**src/rtl/pipeline_hazard_scoreboard.sv**
```systemverilog
// Hazard scoreboard beside the ID stage. Each post-ID stage has a shadow slot
// recording the register it will write. A source operand that matches a slot
// either stalls the front end or is forwarded from that slot.

// Compares both ID sources against one shadow slot.
module hazard_slot_cmp #(
  parameter int AW = 3
) (
  input  logic [AW-1:0] src1,
  input  logic [AW-1:0] src2,
  input  logic [AW-1:0] slot_dest,
  input  logic          slot_vld,
  output logic          hit1,
  output logic          hit2
);
  // Register 0 is hard-wired zero, so it can never carry a hazard.
  assign hit1 = slot_vld && (src1 != '0) && (slot_dest == src1);
  assign hit2 = slot_vld && (src2 != '0) && (slot_dest == src2);
endmodule

module pipeline_hazard_scoreboard #(
  parameter int REG_ADDR_WIDTH = 3,
  parameter int PIPE_DEPTH     = 3,
  parameter int FWD_EN         = 0,
  parameter int CNT_WIDTH      = 16,
  localparam int FWD_W         = $clog2(PIPE_DEPTH + 1)
) (
  input  logic                      clk,
  input  logic                      rst,
  input  logic                      id_valid,
  input  logic [REG_ADDR_WIDTH-1:0] id_src1,
  input  logic [REG_ADDR_WIDTH-1:0] id_src2,
  input  logic [REG_ADDR_WIDTH-1:0] id_dest,
  input  logic                      id_dest_we,
  input  logic                      id_is_load,
  input  logic                      flush,
  output logic                      pipeline_stall_n,
  output logic [FWD_W-1:0]          fwd_sel1,
  output logic [FWD_W-1:0]          fwd_sel2,
  output logic [CNT_WIDTH-1:0]      stall_cycles
);

  // Slot k sits at index k (1 = EX ... PIPE_DEPTH = WB).
  logic [PIPE_DEPTH:1]                     vld_pipe;
  logic [PIPE_DEPTH:1][REG_ADDR_WIDTH-1:0] dest_pipe;
  // Only the EX slot's load flag matters: load data is forwardable from slot 2
  // onward, so older slots never need it.
  logic                                    ld1;

  logic [PIPE_DEPTH:1] hit1, hit2;
  logic [FWD_W-1:0]    young1, young2;
  logic                stall_raw, stall, alloc;

  generate
    for (genvar k = 1; k <= PIPE_DEPTH; k++) begin : g_slot
      hazard_slot_cmp #(.AW(REG_ADDR_WIDTH)) u_cmp (
        .src1      (id_src1),
        .src2      (id_src2),
        .slot_dest (dest_pipe[k]),
        .slot_vld  (vld_pipe[k]),
        .hit1      (hit1[k]),
        .hit2      (hit2[k])
      );
    end
  endgenerate

  // Youngest matching producer per operand: scan oldest to youngest so the
  // lowest slot index is the one left standing.
  always_comb begin
    young1 = '0;
    young2 = '0;
    for (int k = PIPE_DEPTH; k >= 1; k--) begin
      if (hit1[k]) young1 = FWD_W'(k);
      if (hit2[k]) young2 = FWD_W'(k);
    end
  end

  // Hazard decision. With forwarding only a load still in EX has no data yet;
  // since slot 1 is the youngest possible, a hit there is always the youngest.
  always_comb begin
    if (FWD_EN != 0) stall_raw = ld1 && (hit1[1] || hit2[1]);
    else             stall_raw = (|hit1) || (|hit2);
    // A flushed instruction is dead and must not hold the front end.
    stall = !rst && id_valid && !flush && stall_raw;
    alloc = id_valid && id_dest_we && (id_dest != '0) && !stall && !flush;
  end

  // Output drive; everything is quiet under reset or with an empty ID stage.
  always_comb begin
    pipeline_stall_n = !stall;
    fwd_sel1         = '0;
    fwd_sel2         = '0;
    if (!rst && id_valid && (FWD_EN != 0)) begin
      fwd_sel1 = young1;
      fwd_sel2 = young2;
    end
  end

  // Shadow pipeline: advance every cycle, insert the ID write or a bubble.
  always_ff @(posedge clk) begin
    if (rst) begin
      vld_pipe  <= '0;
      dest_pipe <= '0;
      ld1       <= 1'b0;
    end else begin
      for (int k = PIPE_DEPTH; k >= 2; k--) begin
        vld_pipe[k]  <= vld_pipe[k-1];
        dest_pipe[k] <= dest_pipe[k-1];
      end
      vld_pipe[1]  <= alloc;
      dest_pipe[1] <= id_dest;
      ld1          <= alloc && id_is_load;
    end
  end

  // Saturating count of stalled cycles.
  always_ff @(posedge clk) begin
    if (rst)                              stall_cycles <= '0;
    else if (stall && (stall_cycles != '1)) stall_cycles <= stall_cycles + CNT_WIDTH'(1);
  end

endmodule

```
**config.mk**
```make
export PLATFORM = sky130hd
export DESIGN_NAME = pipeline_hazard_scoreboard
export DESIGN_NICKNAME = d
export VERILOG_FILES = /design/src/rtl/pipeline_hazard_scoreboard.sv
export SDC_FILE = /design/constraint.sdc
export NUM_CORES = 1
export LEC_CHECK = 0
export CAP_MARGIN = 20
export CORE_MARGIN = 4
export CORE_UTILIZATION = 49
export DETAILED_ROUTE_END_ITERATION = 10
export GPL_TIMING_DRIVEN = 0
export PLACE_DENSITY = 0.89
export SYNTH_ARGS = -nofsm -noshare
export SYNTH_HDL_FRONTEND = slang
export SYNTH_HIERARCHICAL = 1
export SYNTH_SLANG_ARGS = --single-unit
export TNS_END_PERCENT = 5
```
**constraint.sdc**
```tcl
create_clock -name clk -period 2.6 [get_ports clk]
set_clock_uncertainty 0.2 [all_clocks]
set_input_delay 0.39 -clock clk [delete_from_list [all_inputs] [get_ports clk]]
set_output_delay 0.39 -clock clk [all_outputs]
set_load 0.02 [all_outputs]
```
==> results.md <==
* Layout Nets at 228
* Clock latency on the worst-skew pair at 0.33 ns
* Pin count of the biggest net entering global routing at 15
* Cell taking the most area after synthesis: dfxtp_1
* Yosys reg bits at 28
* Cell area after synthesis at 1490 um^2
* Die area at 4000 um^2
* Clock Path Buffers at 2
* Via density per instance at 5.49
* Syn avg cell area at 8.74 um^2
* Clock-pin slew on the worst setup and hold paths at 0.14 ns
* Num CTS Buffers at 3
* Fillers at 228
* Fraction of registers with async set/reset at 0%
* # setup viols final at 0
* Global route overflow at 0
* Overall power at 0.697 mW
* Die height at 63.2 um
* Final slew viol count at 0
* Root buffer cell: clkbuf_4
* Hold Buf Count CTS at 0
* Final WL at 3400 um
* Critical path class: reg2out
* CP Data Required Time at 2.01 ns
* Area of the multi-input gates at 892 um^2
* Placed insts at 235
* Residual DRC at 0
* Synth Flop Type: dfxtp_1
* Vias in the first global route at 1184
* Antenna Nets Post-Route at 0
* Final hold vios at 0
* Netlist cell types at 40
* Max-cap violation count at 0
* Top area cells in the synthesized netlist: dfxtp_1, xnor2_1, nor2b_1
* GP Congestion at 0.878
* Io pins at 36
* Most common cell after layout, fill and taps aside: dfxtp_1
* Setup tns final at 0 ns
* Number of synthesized flops with an enable pin at 0
* First-pass GRT wire length at 5630 um
* Placement Rows at 19
* Initial Utilization at 52.8%
* Port bufs at 30
* HPWL after detailed placement at 2380 um
* Area share of the largest cell type after synthesis at 37.5%
* FF/Latch Area at 572 um^2
* Most frequent cells in the layout: dfxtp_1, clkdlybuf4s50_1, xnor2_1, nor2_1
* Gr usage total at 17.6%
* CP endpoint kind: primary output
* WL/cell at 14.1 um
* First DRT Iteration DRCs at 43
* Outcome: completed
* Post-synthesis sequential area ratio at 37.5%
* LEAKAGE at 0.643 nW
* Max VDD drop at 0.000199 V
* Crit path DAT at 1.99 ns
* Synth Warn # at 6
* CP max FO at 5
* Die W at 63.2 um
* Startpoint types: register
* Initial antenna violation count at 0
* Share of layout cells above drive strength 1 at 14.8%
* Area of the core at 2830 um^2
* HP Class: reg2reg
* PwrDens at 364 nW/um^2
* Vias at 1322
* RSZ-0062 raised after global routing: true
* Hold slack final at 0.295 ns
* Area delta synth->final at 28.1%
* N_diodes at 0
* Mapped Cells at 171
* Min cycle time layout at 2.58 ns
* TritonRoute pass-1 iters at 4
* H-tree depth at 1
* CTS tree: built
* Non-filler cells, final at 241
* Crit share post-route at 99.2%
* Clock Sink Count at 28
* Max Freq at 0.388 GHz
## worst paths after layout
| path | startpoint | cells past startpoint | slack, ns | endpoint |
|---|---|---|---|---|
| setup / recovery | dest_pipe[8]$_SDFF_PP0_ | 7 | 0.02 | pipeline_stall_n |
| hold / removal | vld_pipe[1]$_SDFF_PP0_ | 1 | 0.29 | vld_pipe[2]$_SDFF_PP0_ |
| setup reg to reg | dest_pipe[5]$_SDFF_PP0_ | 10 | 0.06 | stall_cycles[14]$_SDFFE_PP0P_ |
| hold reg to reg | vld_pipe[1]$_SDFF_PP0_ | 1 | 0.29 | vld_pipe[2]$_SDFF_PP0_ |
## final cells by class
type                            instances  area share (%)
Tap cell                               31            2.03
Multi-Input combinational cell        133            46.6
Sequential cell                        28            29.9
Inverter                                4           0.785
Clock buffer                            3            1.18
Buffer                                  9            3.01
Timing Repair Buffer                   33            16.5
## through the flow
step,util (%),area [um^2],setup slack [ns]
global route,67.6,1910,-0.0561
global placement,65.2,1840,-0.970
floorplan,-,1510,0.252
CTS,66.7,1890,0.00992
finish,67.6,1910,0.0196
detailed placement,65.2,1840,-0.992
## cell families (layout without fill, tap and decap cells)
group / count (synthesis) / in the layout / synth area share (%)
adders and majority gates: 1 / 1 / 0.837
AOI/OAI and AO/OA: 23 / 23 / 11.9
and+or+nand+nor: 80 / 80 / 30.0
buffers and inverters: 13 / 49 / 4.86
other: 1 / 4 / 0.251
xor gates and xnor gates: 25 / 25 / 14.7
DFF: 28 / 28 / 37.5
## power breakdown
| part | total, mW | leakage (nW) | switching, mW | internal, mW |
|---|---|---|---|---|
| registers | 0.441 | 0.229 | 0.00743 | 0.434 |
| clock network | 0.179 | 0.0138 | 0.125 | 0.0545 |
| logic | 0.0761 | 0.400 | 0.0359 | 0.0401 |
| total | 0.697 | 0.643 | 0.168 | 0.529 |
## critical path: stages, from the launching register on
cell and delay (ns):
dfxtp_4 0.41, or3b_1 0.11, a211o_1 0.13, a21oi_2 0.05, or4_4 0.56, o21ai_4 0.17, buf_6 0.13, buf_6 0.11
## synth_stat cells (2+ instances only)
master and count:
o21ai_0 4, nand4_1 8, xor2_1 6, or3b_1 3, dfxtp_1 28, buf_4 4, xnor2_1 19, clkbuf_1 2
a211o_1 3, a21oi_1 2, inv_1 4, o21bai_1 3, nor2_1 16, a21oi_2 3, nand3_1 8, a2111oi_0 3
nor4_1 7, nand2_1 11, nor3_1 6, nor2b_1 11
## state kept, by name (all words and copies together) (netlist names)
register and flops:
stall_cycles 16, vld_pipe 3, dest_pipe 9
## per-layer routing
metal  track usage (%)  routed length [um]  vias up
met5                 0                   0        -
met4              6.47                  55        0
met3              3.37                 110        5
met2              31.1                1720       29
met1              21.0                1520      616
li1                  -                   -      672
## timing repair
action / in CTS / in global routing
setup endpoints to repair: 11 / 2
buffers inserted: 3 / 0
resized for setup: 23 / 5
pin swaps: 1 / 5
Power figures use the tool's default switching activity.
==> patch, RTL diff (same settings) <==
Change the parameter `REG_ADDR_WIDTH` from 3 to 4.
--- a/src/rtl/pipeline_hazard_scoreboard.sv
+++ b/src/rtl/pipeline_hazard_scoreboard.sv
@@ -21,3 +21,3 @@
 module pipeline_hazard_scoreboard #(
-  parameter int REG_ADDR_WIDTH = 3,
+  parameter int REG_ADDR_WIDTH = 4,
   parameter int PIPE_DEPTH     = 3,
Ports: changed (resized id_dest, id_src1 and id_src2); port bits go from 36 to 39. The function was not compared with the original's and may differ.
==> patch against the original RTL <==
- worst setup slack barely moved
- utilization fell by 1.5 points
- largest power group unchanged
- final area rose by 7.3%
- wire length rose by 12%
- total power rose by 24%
- sequential cell count rose by 3
- area after synthesis rose by 7.7%
- critical path depth did not move
==> patch: results (changes against the original RTL) <==
| Metric | Value |
|---|---|
| CTS HTree Levels | 2 (was 1) |
| Count of input and output buffers | 33 (was 30) |
| Number of CTS-inserted buffers | 5 (was 3) |
| Pin count of the biggest net entering global routing | 11 (was 15) |
| Outcome | completed (unchanged) |
| Highest fanout seen on the critical path | 3 (was 5) |
| Non-filler cells, final | 271 (was 241) |
| Via-per-instance ratio | 5.31 (was 5.49) |
| Synth cell types | 32 (was 40) |
| Storage element area | 628 µm² (was 572 µm²) |
| Wire length per cell | 14.1 µm (about the same) |
| First-pass GRT wire length | 6570 µm (was 5630 µm) |
| Clk pin slew, worst setup/hold paths | 90 ps (was 140 ps) |
| Count of filler cells inserted in the layout | 265 (was 228) |
| Layout clock buffers | 6 (was 3) |
| Power drawn by the sequential cells | 492 µW (was 441 µW) |
| Signal buffers share of area | 18.2% (was 19.5%) |
| Arithmetic-cell share of the synthesized area counting full adders, half adders and majority gates | 0.778% (was 0.838%) |
| HPWL after DPL | 2840 µm (was 2380 µm) |
| Fraction of synthesized cell area in xor and xnor cells | 16.9% (was 14.7%) |
| Clock network contribution to total cell area | 2.74% (was 1.18%) |
| Max IR drop VDD | 0.000321 V (was 0.000199 V) |
| Total number of tap cells | 44 (was 31) |
| Launch instance of the worst min-delay path | dest_pipe[3] (was vld_pipe[1]) |
| Mapped Avg Cell Area | 8.84 µm² (was 8.74 µm²) |
| All-Layer GR Usage | 19.7% (was 17.6%) |
| Commonest cells in the netlist | sky130_fd_sc_hd__dfxtp_1 (31), sky130_fd_sc_hd__xnor2_1 (31), sky130_fd_sc_hd__nor2_1 (16) (was sky130_fd_sc_hd__dfxtp_1 (28), sky130_fd_sc_hd__xnor2_1 (19), sky130_fd_sc_hd__nor2_1 (16)) |
| Worst Setup SP | dest_pipe[6] (was dest_pipe[8]) |
| Final core utilization | 66.2% (was 67.6%) |
| Iteration-0 DRC count of the detailed router | 78 (was 43) |
| Worst-case register-to-register setup slack | 250 ps (was 60 ps) |
| Share of power burned in registers | 56.8% (was 63.4%) |
## patch: cell types whose count changed after synthesis, sizes merged, moves of 4 or more
cell / before / now
o21ai: 5 / 1
xor2: 6 / 0
nand4: 8 / 14
nor3: 7 / 13
xnor2: 19 / 31
or3: 0 / 6
inv: 4 / 0
## patch: worst min path at each step
stage	end	slack [ps]	cells after the start
2_1_floorplan	vld_pipe[2]	260	1
3_3_place_gp	vld_pipe[3]	280	1
3_5_place_dp	vld_pipe[2]	290	1
4_1_cts	vld_pipe[2]	290	1
5_1_grt	dest_pipe[9]	310	1
6_report	dest_pipe[7]	290	1
## patch: cells by family after synthesis
group / after synthesis
AND/OR/NAND/NOR: 96
XOR/XNOR: 31
flip-flops: 31
AO/OA/AOI/OAI: 13
buffers and inverters: 9
adder cells (fa/ha/maj): 1
other: 1
## patch: what timing repair did
action	in CTS	in global routing
buffers inserted	2	0
hold buffers	0	0
endpoints found under the setup margin	17	1
resized for setup	41	3
pin swaps	3	4
